[src/rtl/uart_alu_sequencer.sv]
// uart_alu_sequencer: collects A, B, OPCODE frames from the UART receiver, waits for the ALU and hands the result to the transmitter
module uart_alu_sequencer #(
  parameter int LEN_DATA       = 8,
  parameter int LEN_OPCODE     = 6,
  parameter int ALU_LATENCY    = 1,
  parameter int TIMEOUT_CYCLES = 1000000
) (
  input  logic                  clk,
  input  logic                  reset,
  input  logic                  rx_done_tick,
  input  logic [LEN_DATA-1:0]   rx_data_in,
  input  logic                  tx_done_tick,
  input  logic [LEN_DATA-1:0]   alu_data_in,
  output logic [LEN_DATA-1:0]   A,
  output logic [LEN_DATA-1:0]   B,
  output logic [LEN_OPCODE-1:0] OPCODE,
  output logic [LEN_DATA-1:0]   data_out,
  output logic                  tx_start,
  output logic                  busy,
  output logic                  timeout_err,
  output logic                  overrun
);
  localparam int TW = $clog2(TIMEOUT_CYCLES);
  localparam int LW = ALU_LATENCY > 1 ? $clog2(ALU_LATENCY) : 1;
  typedef enum logic [2:0] {IDLE, GOT_A, GOT_B, EXEC, WAIT_TX} state_t;
  state_t          state;
  logic [TW-1:0]   timer;
  logic [LW-1:0]   lat;
  assign busy = state == EXEC || state == WAIT_TX;
  // timer stops at TIMEOUT_CYCLES-1 (frame is dropped), lat stops at ALU_LATENCY-1, so neither wraps
  always_ff @(posedge clk or negedge reset) begin
    if (!reset) begin
      state       <= IDLE;
      A           <= '0;
      B           <= '0;
      OPCODE      <= '0;
      data_out    <= '0;
      tx_start    <= 1'b0;
      timeout_err <= 1'b0;
      overrun     <= 1'b0;
      timer       <= '0;
      lat         <= '0;
    end else begin
      tx_start    <= 1'b0;
      timeout_err <= 1'b0;
      if (rx_done_tick && busy) overrun <= 1'b1;
      case (state)
        IDLE: if (rx_done_tick) begin
          A     <= rx_data_in;
          timer <= '0;
          state <= GOT_A;
        end
        GOT_A: if (rx_done_tick) begin
          B     <= rx_data_in;
          timer <= '0;
          state <= GOT_B;
        end else if (timer == TW'(TIMEOUT_CYCLES - 1)) begin
          timeout_err <= 1'b1;
          state       <= IDLE;
        end else timer <= timer + 1'b1;
        GOT_B: if (rx_done_tick) begin
          OPCODE <= rx_data_in[LEN_OPCODE-1:0];
          lat    <= '0;
          state  <= EXEC;
        end else if (timer == TW'(TIMEOUT_CYCLES - 1)) begin
          timeout_err <= 1'b1;
          state       <= IDLE;
        end else timer <= timer + 1'b1;
        EXEC: if (lat == LW'(ALU_LATENCY - 1)) begin
          data_out <= alu_data_in;
          tx_start <= 1'b1;
          state    <= WAIT_TX;
        end else lat <= lat + 1'b1;
        WAIT_TX: if (tx_done_tick) state <= IDLE;
        default: state <= IDLE;
      endcase
    end
  end
endmodule

[config.mk]
export PLATFORM = sky130hd
export DESIGN_NAME = uart_alu_sequencer
export DESIGN_NICKNAME = d
export VERILOG_FILES = /design/src/rtl/uart_alu_sequencer.sv
export SDC_FILE = /design/constraint.sdc
export NUM_CORES = 1
export LEC_CHECK = 0
export BUFFER_PORTS_ARGS = -buffer_cell sky130_fd_sc_hd__buf_2
export CAP_MARGIN = 20
export CORE_UTILIZATION = 40
export DETAILED_ROUTE_END_ITERATION = 6
export PLACE_DENSITY_LB_ADDON = 0.25
export SLEW_MARGIN = 10
export SYNTH_ARGS = -nofsm -noshare
export SYNTH_HDL_FRONTEND = slang
export SYNTH_SLANG_ARGS = --single-unit
[constraint.sdc]
create_clock -name clk -period 2.61 [get_ports clk]
set_input_delay 0.1305 -clock clk [delete_from_list [all_inputs] [get_ports clk]]
set_output_delay 0.1305 -clock clk [all_outputs]
set_load 0.01 [all_outputs]
-- Word-level counts from Yosys, hierarchy flattened
Index checks and enable logic that the tools add are counted.
- reduce and logical (&&, ||, !) cells: 13
- add/sub/neg operators: 2
- bitwise operators: 1
- muxes and demuxes: 20
- eq/ne operators: 10
- operators with widths (cell ; count):
    2-to-1 mux 20 bit ; 4
    one-hot mux 20 bit (3 select lines) ; 1
    adder 20 x 1 -> 20 bit (second input constant) ; 1
    == test 20 bit (second input constant) ; 1
    2-to-1 mux 3 bit ; 6
    one-hot mux 3 bit (5 select lines) ; 1
    inequality test 2 bit (second input constant) ; 5
    AND reduction 2 bit ; 5
    2-to-1 mux 1 bit ; 7
    == test 3 x 2 -> 1 bit (second input constant) ; 2
    AND reduction 3 bit ; 2
    == test 3 x 1 -> 1 bit (second input constant) ; 1
    == test 3 bit (second input constant) ; 1
    zero test 3 bit ; 1
    nonzero test 3 bit ; 1
    one-hot mux 1 bit (2 select lines) ; 1
    nonzero test 2 bit ; 1
    OR reduction 2 bit ; 1
    adder 1 bit (second input constant) ; 1
    logical AND 1 bit ; 1
    logical OR 1 bit ; 1
    inverter 1 bit ; 1
- logic and storage cells: 56
- flip-flop bits (word level): 57
- output and inout port bits: 34
- bits of input ports: 20

-- Longest topological paths before layout
- depth after elaboration: 4
- mapped depth: 8
- mapped depth without buffers: 6

-- Least setup slack after synthesis
OpenSTA, ideal clock, no wires.
- kind: register -> register
- start: register timer[7]
- end: register timer[0]
- required time: 2474 ps
- setup time: 136 ps
- arrival time: 2103 ps
- setup slack: 372 ps
- stages on the path, launching flop included: 8
- clock period less this slack: 2238 ps
- path buffers: 2
- cells stage by stage: dfrtp_1 > or4_1 > or4_4 > o21ai_4 > buf_6 > buf_12 > xor2_1 > nor2_1
- longest elaborated chain between the ends: 4
- elaborated cells on any way between the ends: 5
- classes of those cells: 1 x eq/ne; 4 x mux
- ends and longest elaborated chain (item ; RTL line ; text):
    start, declared ; 27 ; logic [TW-1:0] timer;
    start signal, assigned ; 60 ; end else timer <= timer + 1'b1;
    start signal, assigned ; 68 ; end else timer <= timer + 1'b1;
    == test 20 bit (*) ; 57, 65 ;
    2-to-1 mux 20 bit (*) ; n/a ;
    2-to-1 mux 20 bit (on tied branches) ; n/a ;
    one-hot mux 20 bit (3 select lines) (*) ; n/a ;
Mark *: on every way between the ends. The rest lies on a longest branch, timed or not. The select of a mux whose other input is x is not followed.
A chain may end at the register's enable or synchronous reset.

-- Worst setup path in the final report
Ends and elaborated chain as after synthesis.

==> flow_summary_export.csv <==
group,metric,value,unit
route,dr_wl_met3,228,um
timing,relSlewSlack,56.63,%
logic_synthesis,synthArstFlopShare,100.0,%
route,vias,1944,
logic_synthesis,synth.most_common_cell,"dfrtp_1",
timing,setup_viol,0,
die,dieHeight,82.53,um
power,seq_power_share,41.4,%
die,start_util,42.55,%
logic_synthesis,ys.flop_type,"dfrtp_1",
route,post-route-drc-count,0,
route,drt-total-wl,5156,um
flow_run,drv_cap,0,
power,p_int,2.034,mW
grt,track_usage,17.11,%
clock_tree,clk_pin_slew,100,ps
route,wl_met1,2486,um
clock_tree,cts_resized,0,
grt,grt_pass1_vias,1908,
timing,rsz0062_at_grt,"no",
timing,finalHoldViolations,0,
timing,min_period,2312,ps
placement,hpwl,3742,um
status,outcome,"completed",
clock_tree,cts-root-buf,"clkbuf_8",
placement,dpl_worst_slack,322.3,ps
die,core,6096,um2
placement,io_buffers,53,
critical_path,crit_arrival,2500,ps
cells_and_area,final.fill_count,589,
logic_synthesis,syn_nets,245,
die,pin_count,54,
placement,gp_congestion,0.8314,
logic_synthesis,ys_types,43,
min_path,min_path_cells,2,
logic_synthesis,synth_area,2594,um2
grt,overflow,0,
clock_tree,cts_tree,"yes",
route,viasPerCell,5.445,
die,chipWidth,82.53,um
min_path,hold_class,"in2reg",
min_path,hp-start,"alu_data_in[4]",
critical_path,worstPathMaxFanout,26,
power,switching_power,1.182,mW
power,p_total,3.216,mW
power,power.share.switching,36.75,%
grt,grt_max_degree,30,
timing,timing.hold.ws,46.80,ps
logic_synthesis,synthCells,224,
critical_path,worstReg2RegEnd,"timer[0]",
logic_synthesis,synth_seq_cells,56,
grt,antenna_found_initial,0,
cells_and_area,nNetsFinal,302,
power,p_comb_share,40.6,%
critical_path,crit_type,"reg2reg",
power,peakVddDrop,626.7,uV
power,p_per_area,1045,nW/um2
timing,skew,8.052,ps
cells_and_area,syn_to_final_growth,18.67,%
route,highest_layer,"met4",
placement,post-place-cells,347,
route,ant_nets,0,
cells_and_area,drive_gt1_share,31.21,%
clock_tree,cts.sinks,56,
clock_tree,htreeDepth,2,
timing,max_freq,432.5,MHz
critical_path,worstSetupStartpointType,"flip-flop",
power,clockPowerShare,17.9,%
timing,fin_crit_sh,88.58,%
logic_synthesis,syn_avg_cell_area,11.58,um2
route,firstDrtPassIters,4,
logic_synthesis,yosys.area.top_type,"dfrtp_1",
power,power_leakage,1.359,nW
critical_path,end_kind,"flip-flop",
logic_synthesis,synthDominantCellAreaShare,54.03,%
route,met2_length,2410,um
die,fp-row-count,28,
clock_tree,clockBufferDepth,2,
timing,layout_setup_ws,297.9,ps
logic_synthesis,ys_warn_count,0,
critical_path,reg2reg_setup_slack,300,ps
logic_synthesis,synth_area_leaders,"dfrtp_1 54%, mux2_1 6.9%, mux2_2 6.1%",
timing,tightestPinTransition,650.6,ps
logic_synthesis,synth_seq_area_share,54.03,%
route,drt_iter0_drc,98,
die,die_area,6810,um2
cells_and_area,antennaDiodeCount,0,
timing,slew_violations,0,
logic_synthesis,netlist_top_cells_count,"56 x dfrtp_1, 16 x mux2_1, 14 x mux2_2, 13 x nand2_1",
critical_path,r2r_cells,6,
logic_synthesis,synth_edf_count,0,
clock_tree,numCtsBuffers,5,
clock_tree,clk_latency,310,ps
min_path,hold_end,"data_out[4]",
critical_path,worstReg2RegStart,"timer[7]",
grt,grt_pass1_wl,8866,um
cells_and_area,fin_cells,357,
critical_path,crit_required,2800,ps
timing,finalSetupTns,0,ps
route,routedWlPerCell,14.44,um
==> repair_timing <==
| item | in CTS | in global routing |
|---|---|---|
| endpoints found under the hold margin | 28 | 0 |
| hold buffers | 2 | 0 |
| setup buffers | 0 | 0 |
| setup endpoints to repair | 0 | 0 |
==> sequential cells by signal, indices dropped and copies added (netlist names) <==
signal and flops:
timer 20, overrun 1, B 8, A 8
timeout_err 1, tx_start 1, state 3, data_out 8
OPCODE 6
==> final cells by class <==
class                           instances  area [um2]  area share (%)
Tap cell                               75       93.84           3.049
Inverter                                4       15.01          0.4878
Clock buffer                            5       68.82           2.236
Clock inverter                          3       47.55           1.545
Timing Repair Buffer                   60       335.3           10.89
Multi-Input combinational cell        154        1116           36.26
Sequential cell                        56        1401           45.53
==> metal layers <==
metal	track usage (%)	vias up
met1	22.86	943
met4	6.379	0
met3	3.516	2
li1	-	948
met2	27.36	51
met5	0	-
==> metrics by stage <==
| stage | area [um2] | utilization [%] |
|---|---|---|
| 4_1_cts | 3078 | 50.49 |
| 3_5_place_dp | 2942 | 48.26 |
| 5_1_grt | 3078 | 50.49 |
| 6_report | 3078 | 50.49 |
| 3_3_place_gp | 2942 | 48.26 |
| 2_1_floorplan | 2594 | - |
==> cells by family (layout without fill, tap and decap cells) <==
group | Yosys count | count (layout) | synth area share (%)
AO/OA/AOI/OAI | 35 | 35 | 9.311
multiplexers | 30 | 30 | 13.02
AND/OR/NAND/NOR | 84 | 84 | 18.86
XOR/XNOR | 4 | 4 | 1.351
buffers and inverters | 14 | 72 | 2.942
adder cells (fa/ha/maj) | 1 | 1 | 0.4823
flip-flops | 56 | 56 | 54.03
==> critical path, cell delays in order (launching register included) <==
cell	delay (ps)
dfrtp_1	470
or4_1	570
or4_4	540
o21ai_4	120
buf_4	260
xor2_1	180
nor2_1	50
==> power by group through the flow <==
stage                     sequential (mW)  clock [mW]  combinational, mW
after floorplan                      1.43           0              0.813
after global placement               1.34           0               1.30
after detailed placement             1.35           0               1.33
after CTS                            1.34       0.600               1.33
after global routing                 1.38       0.640               1.45
final                                1.33       0.577               1.31
==> layout by cell type, fill, tap and decap left out, types with 2 or more instances in the layout <==
master         count
a21oi_1            7
o211ai_1           4
nand2_1           13
o21ai_0            2
nor3_1             3
or4_1             12
or2_1              2
mux2_2            14
and3_1             2
dfrtp_1           56
and4_1             2
buf_4              4
o31ai_1            4
nand2b_1           3
xnor2_1            2
nand4_1            5
dlygate4sd3_1      2
clkinv_4           2
clkbuf_8           5
nand3_1           12
nor2_1            11
nand3b_1           2
a21oi_2            4
mux2_1            16
xor2_1             2
o21ai_1            8
or3_1              7
nor4_1             2
buf_2             53
inv_1              4
==> worst max-delay path by stage <==
stage                        start  cells after the start  slack [ps]  endpoint
after floorplan           timer[7]                      7         370  timer[0]
after global placement    timer[7]                      6         370  timer[0]
after detailed placement  timer[7]                      6         320  timer[0]
after CTS                 timer[7]                      6         300  timer[0]
after global routing      timer[7]                      6         190  timer[0]
final                     timer[7]                      6         300  timer[0]
Power figures use the tool's default switching activity.
